--- src/rtl/collision_scanner.sv ---
// collision_scanner: walks the invader grid one cell per clock, killing invaders hit by captured
// projectiles, then checks whether the lowest surviving row has reached the player line.
module collision_scanner #(
    parameter int unsigned NUM_INVADERS      = 10,
    parameter int unsigned NUM_ROWS          = 3,
    parameter int unsigned NUM_PROJ          = 4,
    parameter int unsigned ROW_OFFSET        = 100,
    parameter int unsigned INVADER_WIDTH     = 64,
    parameter int unsigned INVADER_HEIGHT    = 32,
    parameter int unsigned PROJECTILE_WIDTH  = 16,
    parameter int unsigned PROJECTILE_HEIGHT = 32,
    parameter int unsigned LOSE_Y            = 568,
    localparam int unsigned NUM_CELLS        = NUM_ROWS * NUM_INVADERS,
    localparam int unsigned KW               = $clog2(NUM_CELLS + 1)
) (
    input  logic                                   clk,
    input  logic                                   rst,
    input  logic                                   start,
    input  logic                                   revive,
    input  logic [NUM_PROJ-1:0][11:0]              projectile_xpos,
    input  logic [NUM_PROJ-1:0][11:0]              projectile_ypos,
    input  logic [NUM_PROJ-1:0]                    projectile_active,
    input  logic [NUM_INVADERS-1:0][11:0]          invader_x_positions,
    input  logic [9:0]                             enemy_ypos,
    output logic [NUM_ROWS-1:0][NUM_INVADERS-1:0]  alive,
    output logic [NUM_PROJ-1:0]                    proj_hit,
    output logic [KW-1:0]                          kill_count,
    output logic                                   busy,
    output logic                                   done,
    output logic                                   player_hit,
    output logic                                   all_dead
);

    localparam int unsigned RW = (NUM_ROWS > 1) ? $clog2(NUM_ROWS) : 1;
    localparam int unsigned CW = (NUM_INVADERS > 1) ? $clog2(NUM_INVADERS) : 1;

    localparam logic [12:0] InvW  = 13'(INVADER_WIDTH);
    localparam logic [12:0] InvH  = 13'(INVADER_HEIGHT);
    localparam logic [12:0] PrjW  = 13'(PROJECTILE_WIDTH);
    localparam logic [12:0] PrjH  = 13'(PROJECTILE_HEIGHT);
    localparam logic [12:0] LoseY = 13'(LOSE_Y);

    typedef enum logic [1:0] {StIdle, StScan, StCheck, StDone} state_e;

    state_e                                 state_q, state_d;
    logic [NUM_ROWS-1:0][NUM_INVADERS-1:0]  alive_q, alive_d;
    logic [NUM_PROJ-1:0]                    consumed_q, consumed_d;
    logic [NUM_PROJ-1:0]                    proj_hit_q, proj_hit_d;
    logic [KW-1:0]                          kill_q, kill_d;
    logic                                   player_hit_q, player_hit_d;
    logic [RW-1:0]                          row_q, row_d;
    logic [CW-1:0]                          col_q, col_d;
    logic                                   capture;

    logic [NUM_PROJ-1:0][11:0]              px_q, py_q;
    logic [NUM_PROJ-1:0]                    pact_q;
    logic [NUM_INVADERS-1:0][11:0]          inv_x_q;
    logic [9:0]                             ey_q;

    logic [12:0]                            cell_x, cell_y, px, py;
    logic [NUM_PROJ-1:0]                    win_vec;
    logic                                   hit_found;
    logic [12:0]                            low_y;
    logic                                   low_found;
    logic                                   lose;

    // All 13-bit: 12-bit positions plus hitbox sizes never overflow.
    assign cell_x = {1'b0, inv_x_q[col_q]};
    assign cell_y = {3'b000, ey_q} + 13'(row_q * ROW_OFFSET);

    // Lowest-index qualifying projectile wins the current cell.
    always_comb begin
        win_vec   = '0;
        hit_found = 1'b0;
        px        = '0;
        py        = '0;
        for (int p = 0; p < NUM_PROJ; p++) begin
            px = {1'b0, px_q[p]};
            py = {1'b0, py_q[p]};
            if (!hit_found && pact_q[p] && !consumed_q[p] &&
                (px <= cell_x + InvW) && (px + PrjW >= cell_x) &&
                (py <= cell_y + InvH) && (py + PrjH >= cell_y)) begin
                hit_found  = 1'b1;
                win_vec[p] = 1'b1;
            end
        end
    end

    always_comb begin
        low_found = 1'b0;
        low_y     = '0;
        for (int r = 0; r < NUM_ROWS; r++) begin
            if (|alive_q[r]) begin
                low_found = 1'b1;
                low_y     = {3'b000, ey_q} + 13'(r * ROW_OFFSET);
            end
        end
    end

    assign lose = low_found && (low_y + InvH >= LoseY);

    always_comb begin
        state_d      = state_q;
        alive_d      = alive_q;
        consumed_d   = consumed_q;
        proj_hit_d   = proj_hit_q;
        kill_d       = kill_q;
        player_hit_d = player_hit_q;
        row_d        = row_q;
        col_d        = col_q;
        capture      = 1'b0;
        case (state_q)
            StIdle: begin
                if (revive) begin
                    alive_d      = '1;
                    player_hit_d = 1'b0;
                end else if (start) begin
                    capture    = 1'b1;
                    state_d    = StScan;
                    row_d      = '0;
                    col_d      = '0;
                    consumed_d = '0;
                    proj_hit_d = '0;
                    kill_d     = '0;
                end
            end
            StScan: begin
                if (alive_q[row_q][col_q] && hit_found) begin
                    alive_d[row_q][col_q] = 1'b0;
                    consumed_d            = consumed_q | win_vec;
                    proj_hit_d            = proj_hit_q | win_vec;
                    kill_d                = kill_q + KW'(1);
                end
                if (col_q == CW'(NUM_INVADERS - 1)) begin
                    col_d = '0;
                    if (row_q == RW'(NUM_ROWS - 1)) begin
                        state_d = StCheck;
                    end else begin
                        row_d = row_q + RW'(1);
                    end
                end else begin
                    col_d = col_q + CW'(1);
                end
            end
            StCheck: begin
                if (lose) begin
                    player_hit_d = 1'b1;
                end
                state_d = StDone;
            end
            StDone: begin
                state_d = StIdle;
            end
            default: begin
                state_d = StIdle;
            end
        endcase
    end

    always_ff @(posedge clk or posedge rst) begin
        if (rst) begin
            state_q      <= StIdle;
            alive_q      <= '1;
            consumed_q   <= '0;
            proj_hit_q   <= '0;
            kill_q       <= '0;
            player_hit_q <= 1'b0;
            row_q        <= '0;
            col_q        <= '0;
        end else begin
            state_q      <= state_d;
            alive_q      <= alive_d;
            consumed_q   <= consumed_d;
            proj_hit_q   <= proj_hit_d;
            kill_q       <= kill_d;
            player_hit_q <= player_hit_d;
            row_q        <= row_d;
            col_q        <= col_d;
        end
    end

    // Scan works only from the snapshot taken at start.
    always_ff @(posedge clk or posedge rst) begin
        if (rst) begin
            px_q    <= '0;
            py_q    <= '0;
            pact_q  <= '0;
            inv_x_q <= '0;
            ey_q    <= '0;
        end else if (capture) begin
            px_q    <= projectile_xpos;
            py_q    <= projectile_ypos;
            pact_q  <= projectile_active;
            inv_x_q <= invader_x_positions;
            ey_q    <= enemy_ypos;
        end
    end

    assign alive      = alive_q;
    assign proj_hit   = proj_hit_q;
    assign kill_count = kill_q;
    assign busy       = (state_q != StIdle);
    assign done       = (state_q == StDone);
    assign player_hit = player_hit_q;
    assign all_dead   = ~|alive_q;

endmodule

--- config.mk ---
export PLATFORM = sky130hd
export DESIGN_NAME = collision_scanner
export DESIGN_NICKNAME = d
export VERILOG_FILES = /design/src/rtl/collision_scanner.sv
export SDC_FILE = /design/constraint.sdc
export NUM_CORES = 1
export LEC_CHECK = 0
export ABC_CLOCK_PERIOD_IN_PS = 15200
export CAP_MARGIN = 20
export CELL_PAD_IN_SITES_DETAIL_PLACEMENT = 0
export CELL_PAD_IN_SITES_GLOBAL_PLACEMENT = 1
export CORE_MARGIN = 10
export CORE_UTILIZATION = 45
export CTS_BUF_LIST = sky130_fd_sc_hd__clkbuf_4
export CTS_CLUSTER_SIZE = 20
export DETAILED_ROUTE_END_ITERATION = 7
export MAX_ROUTING_LAYER = met4
export PLACE_DENSITY_LB_ADDON = 0.1
export SLEW_MARGIN = 20
export SYNTH_ARGS = -nofsm -noshare
export SYNTH_HDL_FRONTEND = slang
export SYNTH_SLANG_ARGS = --single-unit
--- constraint.sdc ---
create_clock -name clk -period 15.2 [get_ports clk]
set_input_delay 4.56 -clock clk [delete_from_list [all_inputs] [get_ports clk]]
set_output_delay 4.56 -clock clk [all_outputs]
set_load 0.01 [all_outputs]
==> impl_metrics.env <==
export IMPL_synth_seq_cells=282
export IMPL_final_common_cell="clkdlybuf4s50_1"
export IMPL_post_dp_hpwl_um=38000
export IMPL_track_usage_pct=21.9
export IMPL_p_int_mw=2.95
export IMPL_gp_congestion=0.871
export IMPL_areaGrowthSynthToFinish_pct=24.1
export IMPL_maxSlewHeadroom_pct=26.5
export IMPL_synth_largest_area_cell="dfrtp_1"
export IMPL_drc=0
export IMPL_clk_insertion_delay_late_ns=0.77
export IMPL_firstDrtPassIters=5
export IMPL_fin_ws_ns=7.49
export IMPL_irDropWorstVdd_v=0.0000981
export IMPL_p_sw_mw=2.28
export IMPL_die_h_um=219
export IMPL_layout_common_cells="276 x clkdlybuf4s50_1, 250 x dfrtp_1, 233 x mux2_2"
export IMPL_end_kind="output pin"
export IMPL_wl_per_cell_um=20.3
export IMPL_critPathRequiredTime_ns=10.64
export IMPL_netlist_area_mm2=0.0178
export IMPL_post_route_min_period_ns=7.71
export IMPL_cts_tree="yes"
export IMPL_yosysSeqAreaShare_pct=39.8
export IMPL_yosys_top_cells_area="dfrtp_1 35%, mux2_2 15%, ha_1 13%, dfstp_2 4.4%, mux4_2 2.8%"
export IMPL_portBuffers=276
export IMPL_r2r_setup_slack_ns=8.84
export IMPL_met3_usage_pct=5.01
export IMPL_synth_simple_area_share_pct=10.9
export IMPL_seqPwrFrac_pct=28.4
export IMPL_min_period_over_period_pct=50.7
export IMPL_ant_nets=0
export IMPL_min_path_type="register to register"
export IMPL_path_class="register to output pin"
export IMPL_outcome="completed"
export IMPL_cts_clk_slew_worst_paths_ns=0.07
export IMPL_detail_route_iter0_violations=730
export IMPL_vias=13800
export IMPL_layout_drive_gt1_share_pct=23.7
export IMPL_synth_cell_type_count=89
export IMPL_drt_wl_total_um=51000
export IMPL_grt_pass1_wl_um=80500
export IMPL_rows=72
export IMPL_die_w_um=219
export IMPL_yosysWarnings=0
export IMPL_cts_root_buf="clkbuf_4"
export IMPL_p_per_area_mw_per_mm2=236
export IMPL_cts_sinks=282
export IMPL_start_kind="register"
export IMPL_synth_edf_count=0
export IMPL_use_met1_pct=27.4
export IMPL_n_fill_cell=3472
export IMPL_leakage_nw=9.72
export IMPL_antenna_found_initial=9
export IMPL_cp_arrival_ns=3.15
export IMPL_setup_viol=0
export IMPL_async_flop_share_pct=100
export IMPL_overflow=0
export IMPL_ios=277
export IMPL_post_cts_buffers=0
export IMPL_grt_max_degree=170
export IMPL_power_frac_clock_pct=13.3
export IMPL_cts_hold_buf=0
export IMPL_avgSynthCellArea_um2=11.0
export IMPL_final_util_pct=56.8
export IMPL_worst_pin_slew_ns=1.10
export IMPL_synth_top_area_share_pct=35.4
export IMPL_dp_slack_ns=7.50
export IMPL_synth_adder_area_share_pct=12.8
export IMPL_gr_usage_met2_pct=33.7
export IMPL_switching_share_pct=43.6
export IMPL_synthCells=1614
export IMPL_vias_per_cell=5.50
export IMPL_synth_compound_area_share_pct=11.3
export IMPL_grt_setup_unrepaired="false"
export IMPL_synthMuxAreaShare_pct=19.3
export IMPL_cts_buffer_depth=3
export IMPL_setup_tns_ns=0
export IMPL_ys_flop_type="dfrtp_1"
export IMPL_start_util_pct=45.8
export IMPL_path_max_fanout=4
export IMPL_core_area_mm2=0.0389
export IMPL_p_comb_share_pct=58.2
export IMPL_synth_xor_area_share_pct=2.70
export IMPL_total_power_mw=5.23
export IMPL_cap_violations=0
export IMPL_grt_busiest_layer="met2"
export IMPL_max_freq_ghz=0.130
export IMPL_hold_viol=0
export IMPL_htreeDepth=3
export IMPL_synth_top_family_by_area="multiplexers"
export IMPL_hold_ws_ns=0.501
export IMPL_cts_resized=0
export IMPL_nets=2349
export IMPL_drv_slew=0
export IMPL_fin_skew_ns=0.0633
export IMPL_grt_pass1_vias=14600
export IMPL_dieArea_mm2=0.0480
export IMPL_cts_made_buffers=79
power groups by stage:
stage          Combinational [mW]  Clock (mW)  Sequential, mW
6_report                     3.04       0.696            1.49
5_1_grt                      3.45       0.764            1.54
4_1_cts                      3.05       0.727            1.49
3_5_place_dp                 3.03           0            1.50
3_3_place_gp                 2.95           0            1.48
2_1_floorplan                2.23           0            1.36
flip-flops by register name, summed over array words and instances (netlist names), 5 cells and up:
name / count
ey_q: 10
px_q: 36
kill_count: 5
py: 12
inv_x_q: 120
py_q: 36
px: 12
alive: 30
critical path, cell delays in order, from the launching register on:
cell             delay, ns
dfstp_2               0.40
or4_1                 0.58
nor4_1                0.42
nand3_1               0.33
inv_1                 0.11
clkdlybuf4s50_1       0.54
cell usage after synthesis, types with 7 or more instances:
| library cell | count |
|---|---|
| nor4_1 | 8 |
| o211ai_1 | 11 |
| mux2i_1 | 29 |
| nor3_1 | 19 |
| and4_1 | 8 |
| dfrtp_1 | 252 |
| nand2_1 | 77 |
| buf_2 | 7 |
| dfstp_2 | 30 |
| mux2_2 | 233 |
| xor2_1 | 19 |
| inv_1 | 60 |
| nand2b_1 | 18 |
| nor2b_1 | 17 |
| and3_1 | 16 |
| ha_1 | 181 |
| a21oi_2 | 8 |
| a31oi_1 | 16 |
| o21a_1 | 11 |
| xnor2_1 | 34 |
| nand3_1 | 64 |
| mux4_2 | 22 |
| a21oi_1 | 84 |
| a211oi_1 | 11 |
| nand4_1 | 18 |
| clkbuf_1 | 41 |
| o21ai_0 | 60 |
| nor2_1 | 96 |
| a21o_1 | 16 |
kinds of logic after synthesis:
logic type | Yosys count
AO/OA/AOI/OAI | 304
flip-flops | 282
multiplexers | 285
AND/OR/NAND/NOR | 383
adder cells (fa/ha/maj) | 182
other | 1
buffers and inverters | 123
XOR/XNOR | 54
path summary, 6_finish.rpt:
path                       cells after the start                 startpoint                         to
max                                            5       alive[9]$_DFFE_PP1P_                   all_dead
min                                            2  consumed_q[3]$_DFFE_PP0P_  consumed_q[3]$_DFFE_PP0P_
max reg2reg                                   20       row_q[0]$_DFFE_PP0P_      alive[27]$_DFFE_PP1P_
min reg2reg                                    2  consumed_q[3]$_DFFE_PP0P_  consumed_q[3]$_DFFE_PP0P_
max in group asynchronous                      3                        rst       py_q[24]$_DFFE_PP0P_
min in group asynchronous                      2                        rst    inv_x_q[26]$_DFFE_PP0P_
layer usage:
metal	vias to the layer above	wire, um
met3	93	2760
met4	0	1600
met5	-	0
li1	6681	-
met1	6713	22900
met2	349	23700
layout make-up:
| class | instances | area (um^2) | area share (%) |
|---|---|---|---|
| Multi-Input combinational cell | 1212 | 10200 | 46.0 |
| Timing Repair Buffer | 297 | 2930 | 13.3 |
| Clock buffer | 115 | 863 | 3.90 |
| Antenna cell | 9 | 22.5 | 0.102 |
| Tap cell | 518 | 648 | 2.93 |
| Clock inverter | 22 | 129 | 0.583 |
| Sequential cell | 282 | 7100 | 32.1 |
| Inverter | 61 | 236 | 1.07 |
per-stage QoR:
stage,instances,instance area (um^2)
2_1_floorplan,1617,17800
3_3_place_gp,2369,21100
3_5_place_dp,2369,21100
4_1_cts,2506,22100
5_1_grt,2516,22100
6_report,2516,22100
(Power assumes the default switching activity.)
